==> src/rtl/bus_mem_responder.sv <==
// Purpose : burst-bus target backing onto a single-port SRAM; one burst at a time, round-robin AR/AW grant.
// Latency : first read beat 2 cycles after AR handshake; write beats land in SRAM on the accepting edge.
// Backpress: no rready (read beats contiguous); write bursts stall while wvalid is low. Optional BUS_MEM_RESPONDER_OOR_EN adds range check + oor_err.
module bus_mem_responder #(
    parameter int                ADDR_W    = 28,
    parameter int                DATA_W    = 32,
    parameter int                MEM_AW    = 12,
    parameter logic [ADDR_W-1:0] BASE_ADDR = '0
) (
    input  logic                clk,
    input  logic                rst,
    input  logic                arvalid,
    output logic                arready,
    input  logic [ADDR_W-1:0]   araddr,
    input  logic [3:0]          aruserid,
    input  logic                aruserap,
    input  logic [3:0]          arlen,
    output logic                rvalid,
    output logic [3:0]          rid,
    output logic                rlast,
    output logic [DATA_W-1:0]   rdata,
    input  logic                awvalid,
    output logic                awready,
    input  logic [ADDR_W-1:0]   awaddr,
    input  logic [3:0]          awuserid,
    input  logic                awuserap,
    input  logic [3:0]          awlen,
    input  logic                wvalid,
    output logic                wready,
    output logic [3:0]          wuserid,
    output logic                wlast,
    input  logic [DATA_W-1:0]   wdata,
    input  logic [DATA_W/8-1:0] wstrb,
    output logic                mem_en,
    output logic                mem_we,
    output logic [MEM_AW-1:0]   mem_addr,
    output logic [DATA_W-1:0]   mem_wdata,
    output logic [DATA_W/8-1:0] mem_be,
    output logic                mem_ap,
    input  logic [DATA_W-1:0]   mem_rdata
`ifdef BUS_MEM_RESPONDER_OOR_EN
    ,
    output logic                oor_err
`endif
);

    typedef enum logic [1:0] {IDLE, RD_ISSUE, WR_BEAT} state_t;

    state_t            state, state_nxt;
    logic              pri_wr;
    logic [ADDR_W-1:0] addr_q;
    logic [3:0]        id_q;
    logic [3:0]        len_q;
    logic              ap_q;
    logic [3:0]        beat_cnt;
    logic              beat_step;
    logic [ADDR_W-1:0] beat_addr;
    logic              beat_last;
    logic              beat_ok;
    logic              rd_vld_q;
    logic              rd_last_q;
    logic [3:0]        rd_id_q;

    // Per-beat address is computed at full bus width; the SRAM sees its low bits only.
    assign beat_addr = addr_q + ADDR_W'(beat_cnt);
    assign beat_last = (beat_cnt == len_q);

`ifdef BUS_MEM_RESPONDER_OOR_EN
    logic rd_oor_q;
    assign beat_ok = (beat_addr[ADDR_W-1:MEM_AW] == BASE_ADDR[ADDR_W-1:MEM_AW]);
    assign rdata   = rd_oor_q ? '0 : mem_rdata;
`else
    // Without the range check upper address bits simply alias.
    logic unused_bits;
    assign unused_bits = ^{beat_addr[ADDR_W-1:MEM_AW], BASE_ADDR};
    assign beat_ok     = 1'b1;
    assign rdata       = mem_rdata;
`endif

    assign rvalid = rd_vld_q;
    assign rid    = rd_id_q;
    assign rlast  = rd_last_q;

    // Next-state, request grant, write pacing and SRAM access generation.
    always_comb begin
        state_nxt = state;
        arready   = 1'b0;
        awready   = 1'b0;
        wready    = 1'b0;
        wuserid   = '0;
        wlast     = 1'b0;
        beat_step = 1'b0;
        mem_en    = 1'b0;
        mem_we    = 1'b0;
        mem_addr  = '0;
        mem_wdata = '0;
        mem_be    = '0;
        mem_ap    = 1'b0;
        case (state)
            IDLE: begin
                arready = arvalid & (~awvalid | ~pri_wr);
                awready = awvalid & (~arvalid | pri_wr);
                if (arready)      state_nxt = RD_ISSUE;
                else if (awready) state_nxt = WR_BEAT;
            end
            RD_ISSUE: begin
                beat_step = 1'b1;
                if (beat_ok) begin
                    mem_en   = 1'b1;
                    mem_addr = beat_addr[MEM_AW-1:0];
                    mem_ap   = ap_q & beat_last;
                end
                if (beat_last) state_nxt = IDLE;
            end
            WR_BEAT: begin
                wready  = 1'b1;
                wuserid = id_q;
                wlast   = beat_last;
                if (wvalid) begin
                    beat_step = 1'b1;
                    if (beat_ok) begin
                        mem_en    = 1'b1;
                        mem_we    = 1'b1;
                        mem_addr  = beat_addr[MEM_AW-1:0];
                        mem_wdata = wdata;
                        mem_be    = wstrb;
                        mem_ap    = ap_q & beat_last;
                    end
                    if (beat_last) state_nxt = IDLE;
                end
            end
            default: state_nxt = IDLE;
        endcase
    end

    // State register and round-robin priority flip on every grant.
    always_ff @(posedge clk) begin
        if (rst) begin
            state  <= IDLE;
            pri_wr <= 1'b0;
        end else begin
            state <= state_nxt;
            if (arready | awready) pri_wr <= ~pri_wr;
        end
    end

    // Latch the granted request and step the beat counter.
    always_ff @(posedge clk) begin
        if (rst) begin
            addr_q   <= '0;
            id_q     <= '0;
            len_q    <= '0;
            ap_q     <= 1'b0;
            beat_cnt <= '0;
        end else if (arready) begin
            addr_q   <= araddr;
            id_q     <= aruserid;
            len_q    <= arlen;
            ap_q     <= aruserap;
            beat_cnt <= '0;
        end else if (awready) begin
            addr_q   <= awaddr;
            id_q     <= awuserid;
            len_q    <= awlen;
            ap_q     <= awuserap;
            beat_cnt <= '0;
        end else if (beat_step) begin
            beat_cnt <= beat_cnt + 4'd1;
        end
    end

    // Read-return info follows the SRAM's one-cycle read latency.
    always_ff @(posedge clk) begin
        if (rst) begin
            rd_vld_q  <= 1'b0;
            rd_id_q   <= '0;
            rd_last_q <= 1'b0;
        end else begin
            rd_vld_q  <= (state == RD_ISSUE);
            rd_id_q   <= (state == RD_ISSUE) ? id_q : 4'd0;
            rd_last_q <= (state == RD_ISSUE) & beat_last;
        end
    end

`ifdef BUS_MEM_RESPONDER_OOR_EN
    // Out-of-range tracking: per-beat read-data squash and sticky error flag.
    always_ff @(posedge clk) begin
        if (rst) begin
            rd_oor_q <= 1'b0;
            oor_err  <= 1'b0;
        end else begin
            rd_oor_q <= (state == RD_ISSUE) & ~beat_ok;
            if (beat_step & ~beat_ok) oor_err <= 1'b1;
        end
    end
`endif

endmodule

==> config.mk <==
export PLATFORM = sky130hd
export DESIGN_NAME = bus_mem_responder
export DESIGN_NICKNAME = d
export VERILOG_FILES = /design/src/rtl/bus_mem_responder.sv
export SDC_FILE = /design/constraint.sdc
export NUM_CORES = 1
export LEC_CHECK = 0
export CAP_MARGIN = 25
export CORE_MARGIN = 5
export CORE_UTILIZATION = 32
export CTS_CLUSTER_DIAMETER = 40
export CTS_CLUSTER_SIZE = 40
export DETAILED_ROUTE_END_ITERATION = 7
export GPL_TIMING_DRIVEN = 0
export PLACE_DENSITY = 0.95
export SLEW_MARGIN = 20
export SYNTH_ARGS = -nofsm -noshare
export SYNTH_HDL_FRONTEND = slang
export SYNTH_SLANG_ARGS = --single-unit
==> constraint.sdc <==
create_clock -name clk -period 5.5 [get_ports clk]
set_input_delay 1.1 -clock clk [delete_from_list [all_inputs] [get_ports clk]]
set_output_delay 1.1 -clock clk [all_outputs]
set_load 0.02 [all_outputs]
* After elaboration in Yosys (flattened, before gate mapping)
Cells that the tools add are included.
W data, S select, Z words.
** Storage, ports and cells
- Input port bits :: 147
- Bits in registers :: 34
- Logic and storage cells :: 62
- Output and inout port bits :: 97
** Operators by class
- Equality and inequality tests :: 5
- Reduce and logical (&&, ||, !) cells :: 5
- Bitwise gates (word level) :: 11
- Add/subtract/negate cells :: 2
- Muxes and demuxes :: 29
** Operators with widths (number)
- $mux W32 :: 2
- $mux W12 :: 3
- $mux W4 :: 7
- $pmux W12 S2 :: 1
- $add A12 B4 Y12 :: 1
- $mux W1 :: 9
- $mux W2 :: 4
- $pmux W2 S3 :: 1
- $add A4 B1 Y4 const B :: 1
- $and A1 B1 Y1 :: 4
- $eq A4 B4 Y1 :: 1
- $not A1 Y1 :: 4
- $pmux W1 S2 :: 2
- $ne A3 B3 Y1 const B :: 1
- $or A1 B1 Y1 :: 3
- $reduce_or A3 Y1 :: 1
- $eq A2 B1 Y1 const B :: 1
- $eq A2 B2 Y1 const B :: 1
- $logic_not A2 Y1 :: 1
- $ne A2 B2 Y1 const B :: 1
- $reduce_and A2 Y1 :: 1
- $reduce_bool A2 Y1 :: 1
- $reduce_or A2 Y1 :: 1

* Depth between registers and ports, before layout
Gate-level depths: netlist of the first run.
- Word-level depth :: 6
- Depth in mapped cells :: 8
- Depth with buffers taken out :: 8

* Least setup slack after synthesis of the first run
OpenSTA, ideal clock, no wires.
- Path type :: input -> output
- Start :: in wvalid
- End :: out mem_addr[3]
- Path buffers :: 1
- Setup slack :: 2.209 ns
- Data required time :: 4.400 ns
- Arrival time :: 2.191 ns
- Cell stages on the path :: 4
- Cell sequence :: and2_1 -> o21ai_1 -> clkbuf_1 -> nor3_1
** On the way
- Cells in the longest elaborated chain, start to end :: 2
** Ends and longest elaborated chain
- start, declared :: line 28 : input logic wvalid,
- $mux W12 :: line 119 : if (wvalid) begin
- $pmux W12 S2 :: line 99 : case (state)
- end, declared :: line 36 : output logic [MEM_AW-1:0] mem_addr,
No other way between the ends.

* Worst setup path in the final report of the first run
- Start :: in wvalid
- End :: out mem_ap
** On the way
- Cells in the longest elaborated chain, start to end :: 2
** Ends and longest elaborated chain
- $mux W1 :: line 119
- $pmux W1 S2 :: line 99
- end, declared :: line 39 : output logic mem_ap,
No other way between the ends.

==> qor.csv, run 1 <==
metric,value,unit
syn_area_per_cell,8.26,µm²
drive_above_1_share,10.5,%
via_count,2674,
timing.rr.end,beat_cnt[3],
grt-ovfl-total,0,
drt-wirelength-per-cell,15.7,µm
cap_violations,0,
grt_pass1_vias,2744,
area_growth_syn_to_layout,83.5,%
initial_core_util,32.9,%
drc_errors,0,
crit_slowest_cell,clkdlybuf4s50_1,
setup_viol,0,
power_density,295,mW/mm²
required,4.40,ns
finalMaxSlewViolations,0,
clkSinkCount,34,
fin_nets,631,
ioPinCount,244,
rr_startpoint,state[0],
crit_path_max_fanout,7,
post-route-period-util,75.9,%
first_iter_violations,31,
hold_depth,2,
grt_max_degree,11,
finalHoldViolCount,0,
antenna_found_initial,0,
ff2ff_path_depth,8,
yosysWarnings,0,
cts_buffers,5,
critPathMaxStageDelay,0.55,ns
place_area,0.00430,mm²
cp_cell_sequence,clkdlybuf4s50_1 > and2_1 > o21ai_1 > clkinv_1 > and3_2 > clkdlybuf4s50_1,
status,completed,
postCtsSetupRepairBufs,0,
max-clock-path-buffers,2,
path_class,in2out,
via_per_inst,4.66,
die_y,96.4,µm
postCtsHoldBufs,0,
irDropWorstVdd,0.196,mV
gp_congestion,0.818,
crit_path_start_kind,primary input,
track_usage,18.0,%
fin_setup_tns,0,ns
design_area,0.00438,mm²
hold_path_end,ap_q,
cts_resized,0,
rsz0062_at_grt,false,
clk_pin_slew_worst_paths,0.07,ns
synth_top_area_share,28.5,%
cts_tree,built,
synth_area,0.00239,mm²
clk_latency,0.28,ns
ant_nets,0,
htreeDepth,2,
nFillCells,620,
fin_skew,0.00517,ns
netlist_top_cells_area,"dfxtp_1 (28%), buf_4 (11%), and3_1 (10%), mux2i_1 (9.2%), a211oi_1 (7.2%)",
synth_fp_nets,445,
worstMarginPinSlew,0.509,ns
port_buffers,179,
hp-class,reg2reg,
worst_setup_path_end_kind,primary output,
core,0.00725,mm²
crit_family,buffers and inverters,
leakagePower,1.86,nW
slew_headroom,65.7,%
synth_edf_count,0,
first_pass_iters,6,
synthFlopType,dfxtp_1,
hpwl,7550,µm
rows,31,
die-width,96.4,µm
critical_path_arrival,3.07,ns
yosys.area.top_type,dfxtp_1,
path_common_cell,clkdlybuf4s50_1,
seq_area_frac_synth,28.5,%
n_antenna_cell,0,
hp-start,ap_q,
final_util,60.4,%
synth.distinct_cells,35,
async_reset_ff_share,0,%
syn_inst,289,
rrSetupSlack,3.49,ns
root_buffer,clkbuf_8,
dieArea,0.00929,mm²
fin_crit,4.17,ns
routed_wl,8990,µm
fmax,240,MHz
grt_pass1_wl,13300,µm
synth-seq-cells,34,
path_buf_inv,3,
worst register-to-register path, cell delays in order (launching register included):
cell	delay, ns
dfxtp_1	0.34
inv_1	0.08
ha_1	0.31
and2_1	0.20
o21ai_1	0.26
clkinv_1	0.29
nand4_1	0.19
xor2_1	0.16
nor3_1	0.06
placed cells by master (no fill, tap or decap), types with 8 or more instances in the layout:
| cell type | synthesis | layout |
|---|---|---|
| and3_1 | 38 | 38 |
| xor2_1 | 10 | 10 |
| a211oi_1 | 23 | 23 |
| and2_1 | 10 | 10 |
| clkbuf_1 | 15 | 15 |
| nor2_1 | 32 | 32 |
| nand2_1 | 9 | 9 |
| dfxtp_1 | 34 | 34 |
| ha_1 | 8 | 8 |
| inv_1 | 9 | 9 |
| mux2i_1 | 22 | 22 |
| buf_4 | 34 | 34 |
| clkdlybuf4s50_1 | 0 | 179 |
metal layers:
| layer | GRT usage (%) | wire (µm) |
|---|---|---|
| met1 | 20.9 | 3320 |
| met2 | 32.6 | 4740 |
| met3 | 3.56 | 705 |
| met4 | 6.66 | 225 |
| met5 | 0 | 0 |
Yosys cell counts, types with 2 or more instances:
| cell | instances |
|---|---|
| nand4_1 | 2 |
| o21ai_0 | 3 |
| ha_1 | 8 |
| nand3_1 | 2 |
| xnor2_1 | 6 |
| a21oi_1 | 4 |
| mux2i_1 | 22 |
| nor3_1 | 6 |
| a21boi_0 | 2 |
| clkbuf_1 | 15 |
| nor2_1 | 32 |
| nor2b_1 | 3 |
| and2_1 | 10 |
| a211oi_1 | 23 |
| nand2_1 | 9 |
| buf_2 | 2 |
| and3_1 | 38 |
| buf_4 | 34 |
| dfxtp_1 | 34 |
| and2_2 | 2 |
| inv_1 | 9 |
| xor2_1 | 10 |
per-stage QoR:
stage | std cells | power, W | worst slack (ns) | hold slack, ns
2_1_floorplan | 289 | 0.000833 | 2.21 | 0.445
3_3_place_gp | 567 | 0.00110 | 1.31 | 0.474
3_5_place_dp | 567 | 0.00113 | 1.33 | 0.481
4_1_cts | 574 | 0.00130 | 1.33 | 0.495
5_1_grt | 574 | 0.00139 | 1.19 | 0.511
6_report | 574 | 0.00129 | 1.33 | 0.495
cell families (layout without fill, tap and decap cells):
logic type,after synthesis,after routing,synth area share [%]
adders and majority gates,9,9,5.03
DFF,34,34,28.5
xor gates and xnor gates,16,16,5.87
buffers and inverters,62,248,15.2
muxes,22,22,9.22
and+or+nand+nor,108,108,24.5
AOI/OAI and AO/OA,38,38,11.7
report_power, final:
part / leakage, nW / switching [W] / total, W / internal, W
Sequential: 0.280 / 0.0000529 / 0.000370 / 0.000317
Combinational: 1.53 / 0.000392 / 0.000749 / 0.000357
Clock: 0.0438 / 0.0000889 / 0.000174 / 0.0000849
Total: 1.86 / 0.000534 / 0.00129 / 0.000759
state kept, by name, summed over array words and instances, names as in the netlist:
signal    flops
addr_q       12
beat_cnt      4
id_q          4
len_q         4
rid           4
state         2
ap_q          1
pri_wr        1
rlast         1
rvalid        1
worst max-delay path by stage:
stage | slack (ns) | to | from | depth (start not counted)
after CTS | 1.33 | mem_ap | wvalid | 6
after global routing | 1.19 | mem_addr[10] | beat_cnt[0] | 9
after global placement | 1.31 | mem_ap | wvalid | 6
after detailed placement | 1.33 | mem_ap | wvalid | 6
after floorplan | 2.21 | mem_addr[3] | wvalid | 4
final | 1.33 | mem_ap | wvalid | 6
cell type report:
class | count | area [µm²] | area share [%]
Clock inverter | 2 | 10.0 | 0.228
Clock buffer | 5 | 68.8 | 1.57
Timing Repair Buffer | 179 | 1790 | 40.9
Multi-Input combinational cell | 193 | 1350 | 30.7
Buffer | 52 | 325 | 7.42
Sequential cell | 34 | 681 | 15.5
Tap cell | 99 | 124 | 2.83
Inverter | 10 | 37.5 | 0.856
No activity file was read; power rests on OpenSTA's default activity.
==> run 2: changes to the inputs <==
--- a/config.mk
+++ b/config.mk
@@ -7,12 +7,12 @@
 export LEC_CHECK = 0
 export CAP_MARGIN = 25
 export CORE_MARGIN = 5
-export CORE_UTILIZATION = 32
+export CORE_UTILIZATION = 27
 export CTS_CLUSTER_DIAMETER = 40
 export CTS_CLUSTER_SIZE = 40
 export DETAILED_ROUTE_END_ITERATION = 7
 export GPL_TIMING_DRIVEN = 0
-export PLACE_DENSITY = 0.95
+export PLACE_DENSITY = 0.86
 export SLEW_MARGIN = 20
 export SYNTH_ARGS = -nofsm -noshare
 export SYNTH_HDL_FRONTEND = slang
==> constraint.sdc (replaced) <==
create_clock -name clk -period 3.5 [get_ports clk]
set_input_delay 0.7 -clock clk [delete_from_list [all_inputs] [get_ports clk]]
set_output_delay 0.7 -clock clk [all_outputs]
set_load 0.02 [all_outputs]
==> run 2 against run 1 <==
  * Global-route usage is 2.2 points lower
  * Wire length is 0.66% higher
  * Clock power is 110% higher
  * Flip-flop and latch count stayed put
  * Sequential power is 59% higher
  * Die area is 17% higher
==> qor.csv, run 2 (synthesis gave the netlist of run 1 again) <==
metric,value,unit,change
clkSinkCount,34,,unchanged
setup_viol,0,,unchanged
root_buffer,clkbuf_8,,
clk_pin_slew_worst_paths,0.07,ns,about the same
power_density,479,mW/mm²,+62%
cap_violations,0,,unchanged
grt_pass1_wl,14200,µm,+7.0%
grt-ovfl-total,0,,unchanged
n_antenna_cell,0,,unchanged
initial_core_util,27.5,%,-5.4 points
slew_headroom,63.8,%,-1.9 points
critical_path_arrival,2.70,ns,-0.37 ns
cts_tree,built,,
clk_latency,0.28,ns,about the same
rsz0062_at_grt,true,,
antenna_found_initial,1,,+1
dp_slack,0.0568,ns,-1.27 ns
rows,34,,+9.7%
setup_slack,0.0975,ns,-1.23 ns
postCtsHoldBufs,0,,unchanged
die-width,104,µm,+7.9%
worst_setup_path_end_kind,primary output,,
fin_crit,3.40,ns,
path_common_cell,clkdlybuf4s50_1,,
first_pass_iters,4,,-2
largest_reg_flops,12,,unchanged
routed_wl,9050,µm,+0.66%
multi_input_area,0.00135,mm²,unchanged
cts_buffers,5,,unchanged
port_buffers,179,,unchanged
crit_path_start_kind,primary input,,
dieArea,0.0108,mm²,+17%
status,completed,,
track_usage,15.8,%,-2.2 points
crit_path_max_fanout,7,,unchanged
seqCellArea,682,µm²,+0.18%
ant_nets,0,,unchanged
irDropWorstVdd,0.187,mV,-4.7%
critPathMaxStageDelay,0.55,ns,about the same
hp-class,reg2reg,,
fin_nets,631,,unchanged
largest-register,addr_q,,
postCtsSetupRepairBufs,0,,unchanged
finalHoldViolCount,0,,unchanged
hpwl,7840,µm,+3.8%
ioPinCount,244,,unchanged
place_area,0.00432,mm²,+0.26%
path_class,in2out,,
crit_slowest_cell,clkdlybuf4s50_1,,
htreeDepth,2,,unchanged
rrSetupSlack,1.46,ns,-2.03 ns
drt-wirelength-per-cell,15.5,µm,-1.1%
via_count,2709,,+1.3%
cp_cell_sequence,clkdlybuf4s50_1 > and2_1 > o21ai_1 > clkinv_1 > and3_2 > clkdlybuf4s50_1,,
drive_above_1_share,11.1,%,+0.61 points
core,0.00868,mm²,+20%
required,2.80,ns,-1.60 ns
max-clock-path-buffers,2,,unchanged
grt_max_degree,12,,+1
nFillCells,803,,+30%
post-route-period-util,97.2,%,
gp_congestion,0.887,,+8.4%
fin_skew,0.00657,ns,+0.00139 ns
grt_pass1_vias,2924,,+6.6%
final_common_cell,clkdlybuf4s50_1,,
fin_setup_tns,0,ns,unchanged
first_iter_violations,57,,+84%
design_area,0.00442,mm²,+0.91%
drc_errors,0,,unchanged
finalMaxSlewViolations,0,,unchanged
die_y,104,µm,+7.9%
layout_common_cells,"clkdlybuf4s50_1 (176), and3_1 (38), buf_4 (34), dfxtp_1 (33), nor2_1 (32)",,
worstMarginPinSlew,0.543,ns,+0.0336 ns
area_growth_syn_to_layout,85.2,%,
leakagePower,1.89,nW,+1.7%
fmax,294,MHz,
via_per_inst,4.64,,-0.43%
## run 2: final timing paths
check             startpoint           to  depth (start not counted)
setup reg to reg    state[0]  beat_cnt[3]                          8
hold / removal       id_q[3]       rid[3]                          1
hold reg to reg      id_q[3]       rid[3]                          1
setup / recovery      wvalid       mem_ap                          6
## run 2: metrics by stage
step	util, %	instances	hold WS [ns]	total power (W)
2_1_floorplan	-	289	0.445	0.00131
3_3_place_gp	49.7	576	0.463	0.00175
3_5_place_dp	49.7	576	0.468	0.00179
4_1_cts	50.9	584	0.485	0.00215
5_1_grt	51.0	584	0.508	0.00226
6_report	51.0	584	0.480	0.00212
## run 2: area by class of cell
type,instances,share of cell area (%)
Timing Repair Buffer,179,40.4
Multi-Input combinational cell,193,30.4
Sequential cell,34,15.4
Buffer,52,7.38
Tap cell,108,3.06
Clock buffer,5,1.56
Clock inverter,3,0.905
Inverter,10,0.849
## run 2: where the power goes
part           total (W)  switching (W)  internal, W
sequential      0.000587      0.0000880     0.000499
clock           0.000357       0.000148     0.000210
combinational    0.00118       0.000616     0.000560
total            0.00212       0.000851      0.00127
## run 2: metal layers
metal  vias to the layer above  global-route usage (%)  part of all wire (%)
met2                       141                    31.2                    54
met1                      1222                    15.1                    35
met5                         -                       0                  0.12
met3                        10                    6.27                   9.7
met4                         2                    3.79                   1.1
li1                       1334                       -                     -
## run 2: critical path, delay by kind of cell
| family | cells | cell delay [ns] |
|---|---|---|
| buf+inv | 3 | 1.27 |
| simple gates | 2 | 0.47 |
| compound gates | 1 | 0.26 |
## run 2: what timing repair did
item / CTS / global route
gates resized for setup: 4 / 5
endpoints found under the setup margin: 3 / 8
pin swaps: 0 / 0
